<file path="config.mk">
export PLATFORM = sky130hd
export DESIGN_NAME = sdram_port_arbiter_flat
export DESIGN_NICKNAME = d
export VERILOG_FILES = /design/src/rtl/sdram_port_arbiter_pkg.sv /design/src/rtl/sdram_port_arbiter_if.sv /design/src/rtl/sdram_port_arbiter_prio.sv /design/src/rtl/sdram_port_arbiter.sv /design/src/flat_wrapper.sv
export SDC_FILE = /design/constraint.sdc
export NUM_CORES = 1
export LEC_CHECK = 0
export BUFFER_PORTS_ARGS = -buffer_cell sky130_fd_sc_hd__buf_2
export CORE_MARGIN = 2
export CORE_UTILIZATION = 47
export DETAILED_ROUTE_END_ITERATION = 10
export PLACE_DENSITY_LB_ADDON = 0.2
export SLEW_MARGIN = 30
export SYNTH_ARGS = -nofsm -noshare
export SYNTH_HDL_FRONTEND = slang
export SYNTH_SLANG_ARGS = --single-unit
</file>
<file path="constraint.sdc">
create_clock -name clock_i -period 2.1 [get_ports clock_i]
set_input_delay 0.42 -clock clock_i [delete_from_list [all_inputs] [get_ports clock_i]]
set_output_delay 0.42 -clock clock_i [all_outputs]
set_load 0.01 [all_outputs]
</file>
<file path="src/rtl/sdram_port_arbiter_pkg.sv">
// Shared types for the ssdram port arbiter: FSM states, port identifiers, default bus widths.
// Imported by the arbiter top, its priority picker and the port interface.
package sdram_arb_pkg;

    localparam int ARB_AW = 25;
    localparam int ARB_DW = 8;

    typedef enum logic [1:0] {
        IDLE = 2'd0,
        WAIT = 2'd1,
        DONE = 2'd2
    } arb_state_t;

    typedef enum logic [1:0] {
        PORT_NONE = 2'd0,
        PORT_VID  = 2'd1,
        PORT_CPU  = 2'd2,
        PORT_IOC  = 2'd3
    } port_t;

endpackage

</file>
<file path="src/rtl/sdram_port_arbiter_if.sv">
// Bundle of requester handshakes (video, CPU, ioctl) and the ssdram controller side.
// The arbiter uses the slave view; the surrounding top level (or a bench) uses the master view.
interface sdram_port_arbiter_if
    import sdram_arb_pkg::*;
#(
    parameter int AW = ARB_AW,
    parameter int DW = ARB_DW
);
    logic          dl_active_i;

    logic          vid_req_i;
    logic [AW-1:0] vid_addr_i;
    logic          vid_ack_o;

    logic          cpu_req_i;
    logic          cpu_we_i;
    logic [AW-1:0] cpu_addr_i;
    logic [DW-1:0] cpu_wdata_i;
    logic          cpu_ack_o;

    logic          ioc_req_i;
    logic [AW-1:0] ioc_addr_i;
    logic [DW-1:0] ioc_wdata_i;
    logic          ioc_ack_o;

    logic [DW-1:0] rdata_o;

    logic [AW-1:0] mem_addr_o;
    logic [DW-1:0] mem_data_o;
    logic          mem_cs_o;
    logic          mem_oe_o;
    logic          mem_we_o;
    logic [DW-1:0] mem_data_i;
    logic          mem_done_i;

    logic          err_o;

    modport slave (
        input  dl_active_i,
        input  vid_req_i, vid_addr_i,
        output vid_ack_o,
        input  cpu_req_i, cpu_we_i, cpu_addr_i, cpu_wdata_i,
        output cpu_ack_o,
        input  ioc_req_i, ioc_addr_i, ioc_wdata_i,
        output ioc_ack_o,
        output rdata_o,
        output mem_addr_o, mem_data_o, mem_cs_o, mem_oe_o, mem_we_o,
        input  mem_data_i, mem_done_i,
        output err_o
    );

    modport master (
        output dl_active_i,
        output vid_req_i, vid_addr_i,
        input  vid_ack_o,
        output cpu_req_i, cpu_we_i, cpu_addr_i, cpu_wdata_i,
        input  cpu_ack_o,
        output ioc_req_i, ioc_addr_i, ioc_wdata_i,
        input  ioc_ack_o,
        input  rdata_o,
        input  mem_addr_o, mem_data_o, mem_cs_o, mem_oe_o, mem_we_o,
        output mem_data_i, mem_done_i,
        input  err_o
    );

endinterface

</file>
<file path="src/rtl/sdram_port_arbiter_prio.sv">
// Combinational winner pick: video > CPU > ioctl, with ioctl forced to win once starved.
// Zero latency; requests are expected to be pre-masked by the caller.
module sdram_arb_prio
    import sdram_arb_pkg::*;
(
    input  logic  vid_req,
    input  logic  cpu_req,
    input  logic  ioc_req,
    input  logic  starve_hit,
    output port_t winner
);

    always_comb begin
        winner = PORT_NONE;
        if (starve_hit && ioc_req) begin
            winner = PORT_IOC;
        end else if (vid_req) begin
            winner = PORT_VID;
        end else if (cpu_req) begin
            winner = PORT_CPU;
        end else if (ioc_req) begin
            winner = PORT_IOC;
        end
    end

endmodule

</file>
<file path="src/rtl/sdram_port_arbiter.sv">
// Shares the single ssdram port between video, CPU and ioctl download; one transaction at a time.
// Strobes rise the cycle after a grant; the ack pulses the cycle after mem_done_i or a timeout abort.
module sdram_port_arbiter
    import sdram_arb_pkg::*;
#(
    parameter int AW      = ARB_AW,
    parameter int DW      = ARB_DW,
    parameter int STARVE  = 16,
    parameter int TIMEOUT = 255
) (
    input logic                 clock_i,
    input logic                 reset_i,
    sdram_port_arbiter_if.slave bus
);

    localparam int SW = $clog2(STARVE + 1);
    localparam int TW = $clog2(TIMEOUT + 1);

    arb_state_t    state;
    arb_state_t    state_nxt;
    port_t         grant;
    port_t         winner;

    logic [AW-1:0] lat_addr;
    logic [DW-1:0] lat_wdata;
    logic          lat_we;
    logic [DW-1:0] rdata;
    logic          err;
    logic [SW-1:0] starve_cnt;
    logic [TW-1:0] to_cnt;

    logic          cpu_req_eff;
    logic          starve_hit;
    logic          to_hit;
    logic          do_grant;

    assign cpu_req_eff = bus.cpu_req_i & ~bus.dl_active_i;
    assign starve_hit  = (starve_cnt == SW'(STARVE));
    // to_cnt counts completed WAIT cycles, so TIMEOUT-1 marks the last allowed one
    assign to_hit      = (to_cnt == TW'(TIMEOUT - 1));

    sdram_arb_prio u_prio (
        .vid_req    (bus.vid_req_i),
        .cpu_req    (cpu_req_eff),
        .ioc_req    (bus.ioc_req_i),
        .starve_hit (starve_hit),
        .winner     (winner)
    );

    always_ff @(posedge clock_i or posedge reset_i) begin
        if (reset_i) begin
            state <= IDLE;
        end else begin
            state <= state_nxt;
        end
    end

    always_comb begin
        state_nxt = state;
        do_grant  = 1'b0;
        case (state)
            IDLE: begin
                if (winner != PORT_NONE) begin
                    do_grant  = 1'b1;
                    state_nxt = WAIT;
                end
            end
            WAIT: begin
                if (bus.mem_done_i || to_hit) begin
                    state_nxt = DONE;
                end
            end
            DONE:    state_nxt = IDLE;
            default: state_nxt = IDLE;
        endcase
    end

    always_ff @(posedge clock_i or posedge reset_i) begin
        if (reset_i) begin
            grant      <= PORT_NONE;
            lat_addr   <= '0;
            lat_wdata  <= '0;
            lat_we     <= 1'b0;
            rdata      <= '0;
            err        <= 1'b0;
            starve_cnt <= '0;
            to_cnt     <= '0;
        end else begin
            if (do_grant) begin
                grant <= winner;
                case (winner)
                    PORT_VID: begin
                        lat_addr  <= bus.vid_addr_i;
                        lat_wdata <= '0;
                        lat_we    <= 1'b0;
                    end
                    PORT_CPU: begin
                        lat_addr  <= bus.cpu_addr_i;
                        lat_wdata <= bus.cpu_wdata_i;
                        lat_we    <= bus.cpu_we_i;
                    end
                    PORT_IOC: begin
                        lat_addr  <= bus.ioc_addr_i;
                        lat_wdata <= bus.ioc_wdata_i;
                        lat_we    <= 1'b1;
                    end
                    default: ;
                endcase

                if (winner == PORT_IOC) begin
                    starve_cnt <= '0;
                end else if (bus.ioc_req_i && !starve_hit) begin
                    starve_cnt <= starve_cnt + 1'b1;
                end
            end

            case (state)
                WAIT: begin
                    if (bus.mem_done_i) begin
                        if (!lat_we) begin
                            rdata <= bus.mem_data_i;
                        end
                    end else if (to_hit) begin
                        err   <= 1'b1;
                        rdata <= '1;
                    end else begin
                        to_cnt <= to_cnt + 1'b1;
                    end
                end
                DONE: begin
                    to_cnt <= '0;
                    grant  <= PORT_NONE;
                end
                default: ;
            endcase
        end
    end

    // Strobes and acks decode straight from state so reset kills them without waiting for a clock
    assign bus.mem_cs_o   = (state == WAIT);
    assign bus.mem_oe_o   = (state == WAIT) & ~lat_we;
    assign bus.mem_we_o   = (state == WAIT) &  lat_we;
    assign bus.mem_addr_o = lat_addr;
    assign bus.mem_data_o = lat_wdata;

    assign bus.vid_ack_o  = (state == DONE) && (grant == PORT_VID);
    assign bus.cpu_ack_o  = (state == DONE) && (grant == PORT_CPU);
    assign bus.ioc_ack_o  = (state == DONE) && (grant == PORT_IOC);

    assign bus.rdata_o    = rdata;
    assign bus.err_o      = err;

endmodule

</file>
<file path="src/flat_wrapper.sv">
// flat-port wrapper written by rule: the top's interface ports become plain ports
module sdram_port_arbiter_flat import sdram_arb_pkg::*;
#(
    parameter int AW      = ARB_AW,
    parameter int DW      = ARB_DW,
    parameter int STARVE  = 16,
    parameter int TIMEOUT = 255
)
  (clock_i, reset_i, bus_dl_active_i, bus_vid_req_i, bus_vid_addr_i, bus_vid_ack_o, bus_cpu_req_i, bus_cpu_we_i, bus_cpu_addr_i, bus_cpu_wdata_i, bus_cpu_ack_o, bus_ioc_req_i, bus_ioc_addr_i, bus_ioc_wdata_i, bus_ioc_ack_o, bus_rdata_o, bus_mem_addr_o, bus_mem_data_o, bus_mem_cs_o, bus_mem_oe_o, bus_mem_we_o, bus_mem_data_i, bus_mem_done_i, bus_err_o);
  sdram_port_arbiter_if #(.AW(AW), .DW(DW)) bus_i ();
  input logic clock_i;
  input logic reset_i;
  input wire logic [$bits(bus_i.dl_active_i)-1:0] bus_dl_active_i;
  input wire logic [$bits(bus_i.vid_req_i)-1:0] bus_vid_req_i;
  input wire logic [$bits(bus_i.vid_addr_i)-1:0] bus_vid_addr_i;
  output wire logic [$bits(bus_i.vid_ack_o)-1:0] bus_vid_ack_o;
  input wire logic [$bits(bus_i.cpu_req_i)-1:0] bus_cpu_req_i;
  input wire logic [$bits(bus_i.cpu_we_i)-1:0] bus_cpu_we_i;
  input wire logic [$bits(bus_i.cpu_addr_i)-1:0] bus_cpu_addr_i;
  input wire logic [$bits(bus_i.cpu_wdata_i)-1:0] bus_cpu_wdata_i;
  output wire logic [$bits(bus_i.cpu_ack_o)-1:0] bus_cpu_ack_o;
  input wire logic [$bits(bus_i.ioc_req_i)-1:0] bus_ioc_req_i;
  input wire logic [$bits(bus_i.ioc_addr_i)-1:0] bus_ioc_addr_i;
  input wire logic [$bits(bus_i.ioc_wdata_i)-1:0] bus_ioc_wdata_i;
  output wire logic [$bits(bus_i.ioc_ack_o)-1:0] bus_ioc_ack_o;
  output wire logic [$bits(bus_i.rdata_o)-1:0] bus_rdata_o;
  output wire logic [$bits(bus_i.mem_addr_o)-1:0] bus_mem_addr_o;
  output wire logic [$bits(bus_i.mem_data_o)-1:0] bus_mem_data_o;
  output wire logic [$bits(bus_i.mem_cs_o)-1:0] bus_mem_cs_o;
  output wire logic [$bits(bus_i.mem_oe_o)-1:0] bus_mem_oe_o;
  output wire logic [$bits(bus_i.mem_we_o)-1:0] bus_mem_we_o;
  input wire logic [$bits(bus_i.mem_data_i)-1:0] bus_mem_data_i;
  input wire logic [$bits(bus_i.mem_done_i)-1:0] bus_mem_done_i;
  output wire logic [$bits(bus_i.err_o)-1:0] bus_err_o;
  assign bus_i.dl_active_i = bus_dl_active_i;
  assign bus_i.vid_req_i = bus_vid_req_i;
  assign bus_i.vid_addr_i = bus_vid_addr_i;
  assign bus_vid_ack_o = bus_i.vid_ack_o;
  assign bus_i.cpu_req_i = bus_cpu_req_i;
  assign bus_i.cpu_we_i = bus_cpu_we_i;
  assign bus_i.cpu_addr_i = bus_cpu_addr_i;
  assign bus_i.cpu_wdata_i = bus_cpu_wdata_i;
  assign bus_cpu_ack_o = bus_i.cpu_ack_o;
  assign bus_i.ioc_req_i = bus_ioc_req_i;
  assign bus_i.ioc_addr_i = bus_ioc_addr_i;
  assign bus_i.ioc_wdata_i = bus_ioc_wdata_i;
  assign bus_ioc_ack_o = bus_i.ioc_ack_o;
  assign bus_rdata_o = bus_i.rdata_o;
  assign bus_mem_addr_o = bus_i.mem_addr_o;
  assign bus_mem_data_o = bus_i.mem_data_o;
  assign bus_mem_cs_o = bus_i.mem_cs_o;
  assign bus_mem_oe_o = bus_i.mem_oe_o;
  assign bus_mem_we_o = bus_i.mem_we_o;
  assign bus_i.mem_data_i = bus_mem_data_i;
  assign bus_i.mem_done_i = bus_mem_done_i;
  assign bus_err_o = bus_i.err_o;
  sdram_port_arbiter #(.AW(AW), .DW(DW), .STARVE(STARVE), .TIMEOUT(TIMEOUT)) u_core (.clock_i(clock_i), .reset_i(reset_i), .bus(bus_i));
endmodule
</file>
==> results.cfg, run 1 <==
[status]
status = complete, no violations

[hold_path]
hold_class = in2async

[power_and_ir_drop]
power_mw = 5.21
leakagePower_nw = 2.06
vdd_drop_max_uv = 605
swShare_pct = 38.9
power_density_nw_per_um2 = 1190
pwr-share-clk_pct = 19.9
pwr-share-comb_pct = 42.8
power_switching_mw = 2.03
p_int_mw = 3.19
p_seq_share_pct = 37.3

[sta]
max_slew_margin_pct = 70.9
hold_viol = 0
fin_skew_ns = 0.00735
rsz0062_at_grt = no
hold_ws_ns = 0.144
slew_viol_final = 0
final.setup.worst_slack_ns = 0.167
max_freq_mhz = 517
setup_tns_ns = 0
setup_viol = 0
worstMarginPinSlew_ns = 0.437
fin_crit_sh_pct = 92.0
fin_crit_ns = 1.93

[synthesis]
synth_top_family_by_area = compound AO/OA/AOI/OAI gates
synth-simple-area-share_pct = 19.6
yosysTopAreaCell = dfrtp_1
synthXorXnorAreaFrac_pct = 0.796
ys_warn_count = 0
ys_seq_area_share_pct = 45.5
yosysUniqueCellTypes = 46
synth_edf_count = 0
synth_most_common_cell = dfrtp_1
synth-seq-cells = 60
yosys-top-cells-count = dfrtp_1, nand3_1, nor2_1, a21oi_1, a31oi_1
syn-num-nets = 472
synthArstFlopShare_pct = 100
synth_top_area_share_pct = 45.5
synthTopCellsByArea = dfrtp_1, nand3_1, a31oi_1
synth_compound_area_share_pct = 23.9
syn_avg_cell_area_sq_um = 9.14
synth-main-ff-cell = dfrtp_1
syn_area_sq_um = 3300
synth_cells = 361
synthMuxAreaShare_pct = 3.34
yosys.area_share.adder_pct = 1.52

[global_routing]
track_usage_pct = 24.5
grt_pass1_vias = 3207
grt_pass1_wl_um = 14700
gr-total-overflow = 0
antenna_found_initial = 0
grt_max_degree = 61

[cells_and_area]
drive_gt1_share_pct = 37.4
fin_nets = 629
stdcell_count = 617
fin_area_sq_um = 4390
diodes = 0
area_growth_pct = 33.0
final_util_pct = 64.6

[detailed_routing]
num_vias = 3422
avgRoutedWirePerCell_um = 15.2
routed_wl_um = 9370
drcViolationCount = 0
antenna_left = 0
viasPerCell = 5.55
drt_pass1_iterations = 5
drtIter0Drc = 249

[floorplanning]
core_sq_um = 6790
fp.dieH_um = 87.8
dieArea_sq_um = 7710
start_util_pct = 48.6
rows = 30
io_pins = 155
die_x_um = 87.8

[placement]
post-place-ws_ns = 0.199
place_congestion = 0.831
dp_hpwl_um = 6740
dp.cells = 603
io_buffers = 154
place_area_sq_um = 4200

[clocking]
clk_pin_slew_ns = 0.06
cts_tree = yes
cts_hold_buf = 0
clkSinkCount = 60
clock_latency_ns = 0.34
cts_setup_buffers = 0
clockRootBuffer = clkbuf_8
cts.path.max_buffers = 2
cts_resized = 0
htree_levels = 3
cts_buffers = 9

[setup_path]
cp-end-kind = register
path_cells = inv_1 -> ha_1 -> and4bb_4 -> a21o_1 -> buf_4 -> nand3_1 -> a31oi_1
critical_path_arrival_ns = 2.19
cpPeakStageDelay_ns = 0.42
start_kind = register
required_ns = 2.36
critPathSlowestCell = dfrtp_1
cp_max_fo = 12
critPathKind = reg2reg

[run]
maxCapViolCount = 0
## state kept, by name, summed over array words and instances, names as in the netlist
name,flops
u_core.bus.mem_addr_o,25
u_core.lat_we,1
u_core.state,2
u_core.starve_cnt,5
u_core.grant,2
u_core.bus.rdata_o,8
u_core.to_cnt,8
u_core.bus.mem_data_o,8
u_core.bus.err_o,1
## critical path: cells and delay by family (launching register included)
family / cells / cell delay, ns
AOI/OAI and AO/OA: 2 / 0.51
DFF: 1 / 0.42
and+or+nand+nor: 2 / 0.41
buffers and inverters: 2 / 0.34
adders and majority gates: 1 / 0.15
## worst paths after layout
check	slack, ns	cells past startpoint	endpoint	from
max in group asynchronous	1.70	3	u_core.to_cnt[1]	reset_i
worst min register to register	0.46	1	u_core.bus.err_o	u_core.bus.err_o
min in group clock_i	0.33	3	u_core.bus.mem_addr_o[19]	bus_vid_addr_i[19]
worst max-delay path	0.17	7	u_core.bus.mem_addr_o[11]	u_core.starve_cnt[0]
worst min-delay path	0.14	3	u_core.bus.mem_addr_o[0]	reset_i
worst max register to register	0.17	7	u_core.bus.mem_addr_o[11]	u_core.starve_cnt[0]
## kinds of logic (layout without fill, tap and decap cells)
family                     after synthesis  in the layout
xor gates and xnor gates                 3              3
muxes                                   10             10
buffers and inverters                   34            194
and+or+nand+nor                        127            127
AOI/OAI and AO/OA                      123            123
adders and majority gates                4              4
DFF                                     60             60
## final cells by class
| cell class | count | area, sq um |
|---|---|---|
| inverters | 9 | 33.8 |
| flip-flops and latches | 60 | 1500 |
| well taps | 96 | 120 |
| fillers | 595 | 2410 |
| repair buffers | 171 | 911 |
| multi-input cells | 267 | 1630 |
| clock buffers | 12 | 155 |
| clock inverters | 2 | 35.0 |
## power groups by stage
stage / Combinational [mW] / Sequential [mW] / Clock [mW]
after floorplan: 1.21 / 2.11 / 0
after global placement: 2.19 / 1.95 / 0
after detailed placement: 2.24 / 1.96 / 0
after CTS: 2.25 / 1.94 / 1.05
after global routing: 2.51 / 2.00 / 1.12
final: 2.23 / 1.95 / 1.04
## layer usage
| layer | vias to the layer above | share of wire (%) | track usage [%] |
|---|---|---|---|
| met5 | - | 0 | 0 |
| met4 | 0 | 1.9 | 11.7 |
| met3 | 18 | 7.6 | 6.31 |
| met2 | 162 | 48 | 38.4 |
| met1 | 1625 | 43 | 31.8 |
| li1 | 1617 | - | - |
## layout by cell type, fill, tap and decap left out, types with 3 or more instances in the layout
cell / count
clkbuf_8: 11
nand2b_1: 10
o211ai_1: 6
a31oi_1: 25
nor2_1: 32
nand2_1: 23
a21o_1: 9
ha_1: 4
dfrtp_1: 60
nand3_1: 34
buf_2: 154
buf_4: 16
mux2_1: 8
a32oi_1: 8
and2_1: 3
o21ai_1: 17
o21ai_0: 20
a21oi_1: 28
nor2b_1: 6
or3_1: 3
inv_1: 8
nor3_1: 3
(Power assumes the default switching activity.)
==> run 2, diff against run 1 <==
CORE_ASPECT_RATIO = 2   (was unset)
==> run 2 against run 1 <==
Die area increased by 0.53%. Final cell count decreased by 0.97%. Clock skew decreased by 0.0037 ns. Power increased by 12%. Global-route usage increased by 2.2 points. Combinational power about the same. Critical path depth decreased by 4. Worst setup slack got worse by 0.030 ns.
==> results.cfg, run 2 (synthesized netlist as in run 1, its figures left out) <==
[cells_and_area]
area_growth_pct = 36.8
fin_area_sq_um = 4510
drive_gt1_share_pct = 37.6
seq_area_sq_um = 1500
n_fill_cell = 631
layout_commonest_cell = buf_2
multi_input_area_sq_um = 1630
diodes = 0
layout_common_cells = buf_2, dfrtp_1, nand3_1, nor2_1, a21oi_1
fin_nets = 627
largest_register_ff_count = 25

[clocking]
clock_latency_ns = 0.32
cts_buffers = 9
clk_pin_slew_ns = 0.05
cts_hold_buf = 0
clockRootBuffer = clkbuf_16
clkSinkCount = 60
cts_resized = 0
cts.path.max_buffers = 2
cts_setup_buffers = 0
cts_tree = yes
htree_levels = 3

[sta]
rsz0062_at_grt = no
hold_viol = 0
slew_viol_final = 0
fin_crit_sh_pct = 93.5
setup_tns_ns = 0
fin_skew_ns = 0.00365
max_slew_margin_pct = 68.9
worstMarginPinSlew_ns = 0.467
max_freq_mhz = 509
fin_crit_ns = 1.96
setup_viol = 0

[global_routing]
grt_max_degree = 43
track_usage_pct = 26.7
antenna_found_initial = 0
gr-total-overflow = 0
grt_pass1_vias = 3361
grt_pass1_wl_um = 16000

[detailed_routing]
drcViolationCount = 0
antenna_left = 0
avgRoutedWirePerCell_um = 16.5
drtIter0Drc = 268
viasPerCell = 5.57
routed_wl_um = 10100
num_vias = 3404
drt_pass1_iterations = 5

[setup_path]
start_kind = register
cp-end-kind = primary output
cp_max_fo = 7
critPathKind = reg2out
critical_path_arrival_ns = 1.54
required_ns = 1.68

[floorplanning]
fp.dieH_um = 122
die_x_um = 63.2
rows = 43
dieArea_sq_um = 7750
io_pins = 155
core_sq_um = 6890
start_util_pct = 47.9

[hold_path]
hold_class = in2async

[placement]
place_congestion = 0.882
dp_hpwl_um = 7340
place_area_sq_um = 4190
io_buffers = 154

[power_and_ir_drop]
leakagePower_nw = 2.10
vdd_drop_max_uv = 926
power_density_nw_per_um2 = 1290

[run]
maxCapViolCount = 0

[status]
status = complete, no violations
==> run 2: per-layer routing <==
| metal | share of wire [%] | vias to the layer above | routed length, um | GRT usage [%] |
|---|---|---|---|---|
| li1 | - | 1626 | - | - |
| met1 | 35 | 1581 | 3550 | 30.5 |
| met2 | 54 | 162 | 5430 | 45.5 |
| met3 | 6.0 | 35 | 603 | 4.58 |
| met4 | 4.8 | 0 | 487 | 17.7 |
| met5 | 0 | - | 0 | 0 |
==> run 2: path summary, 6_finish.rpt <==
path	from	to	slack, ns	cells past startpoint
setup / recovery	u_core.state[1]	bus_ioc_ack_o	0.14	3
hold / removal	reset_i	u_core.bus.mem_addr_o[17]	0.1	2
setup reg to reg	u_core.to_cnt[0]	u_core.bus.rdata_o[3]	0.22	6
hold reg to reg	u_core.bus.err_o	u_core.bus.err_o	0.45	1
max in group asynchronous	reset_i	u_core.to_cnt[5]	1.43	3
min in group clock_i	bus_vid_addr_i[20]	u_core.bus.mem_addr_o[20]	0.36	3
==> run 2: metrics by stage <==
stage	hold WS (ns)	cells	setup slack [ns]	utilization [%]	power [mW]
after floorplan	0.467	361	0.195	-	3.31
after detailed placement	0.446	595	0.281	60.8	4.23
after CTS	0.101	611	0.125	65.6	5.86
final	0.0955	611	0.137	65.6	5.81
after global placement	0.445	595	0.322	60.8	4.15
after global routing	0.117	611	0.0142	65.6	6.19
==> run 2: report_power, final <==
part | switching, mW | internal [mW]
clock | 0.532 | 1.07
sequential | 0.345 | 1.64
combinational | 1.29 | 0.942
==> run 2: area by class of cell <==
| cell class | count | area share [%] |
|---|---|---|
| clock buffer | 10 | 5.29 |
| clock inverter | 6 | 1.94 |
| tap | 90 | 2.49 |
| timing repair buffer | 169 | 20.1 |
| inverter | 9 | 0.748 |
| multi-input combinational | 267 | 36.1 |
| sequential | 60 | 33.3 |
==> run 2: worst max-delay path, cell delays in order (launching register included) <==
cell and delay, ns:
dfrtp_1 0.48, nor2b_1 0.41, and3_1 0.21, buf_2 0.12
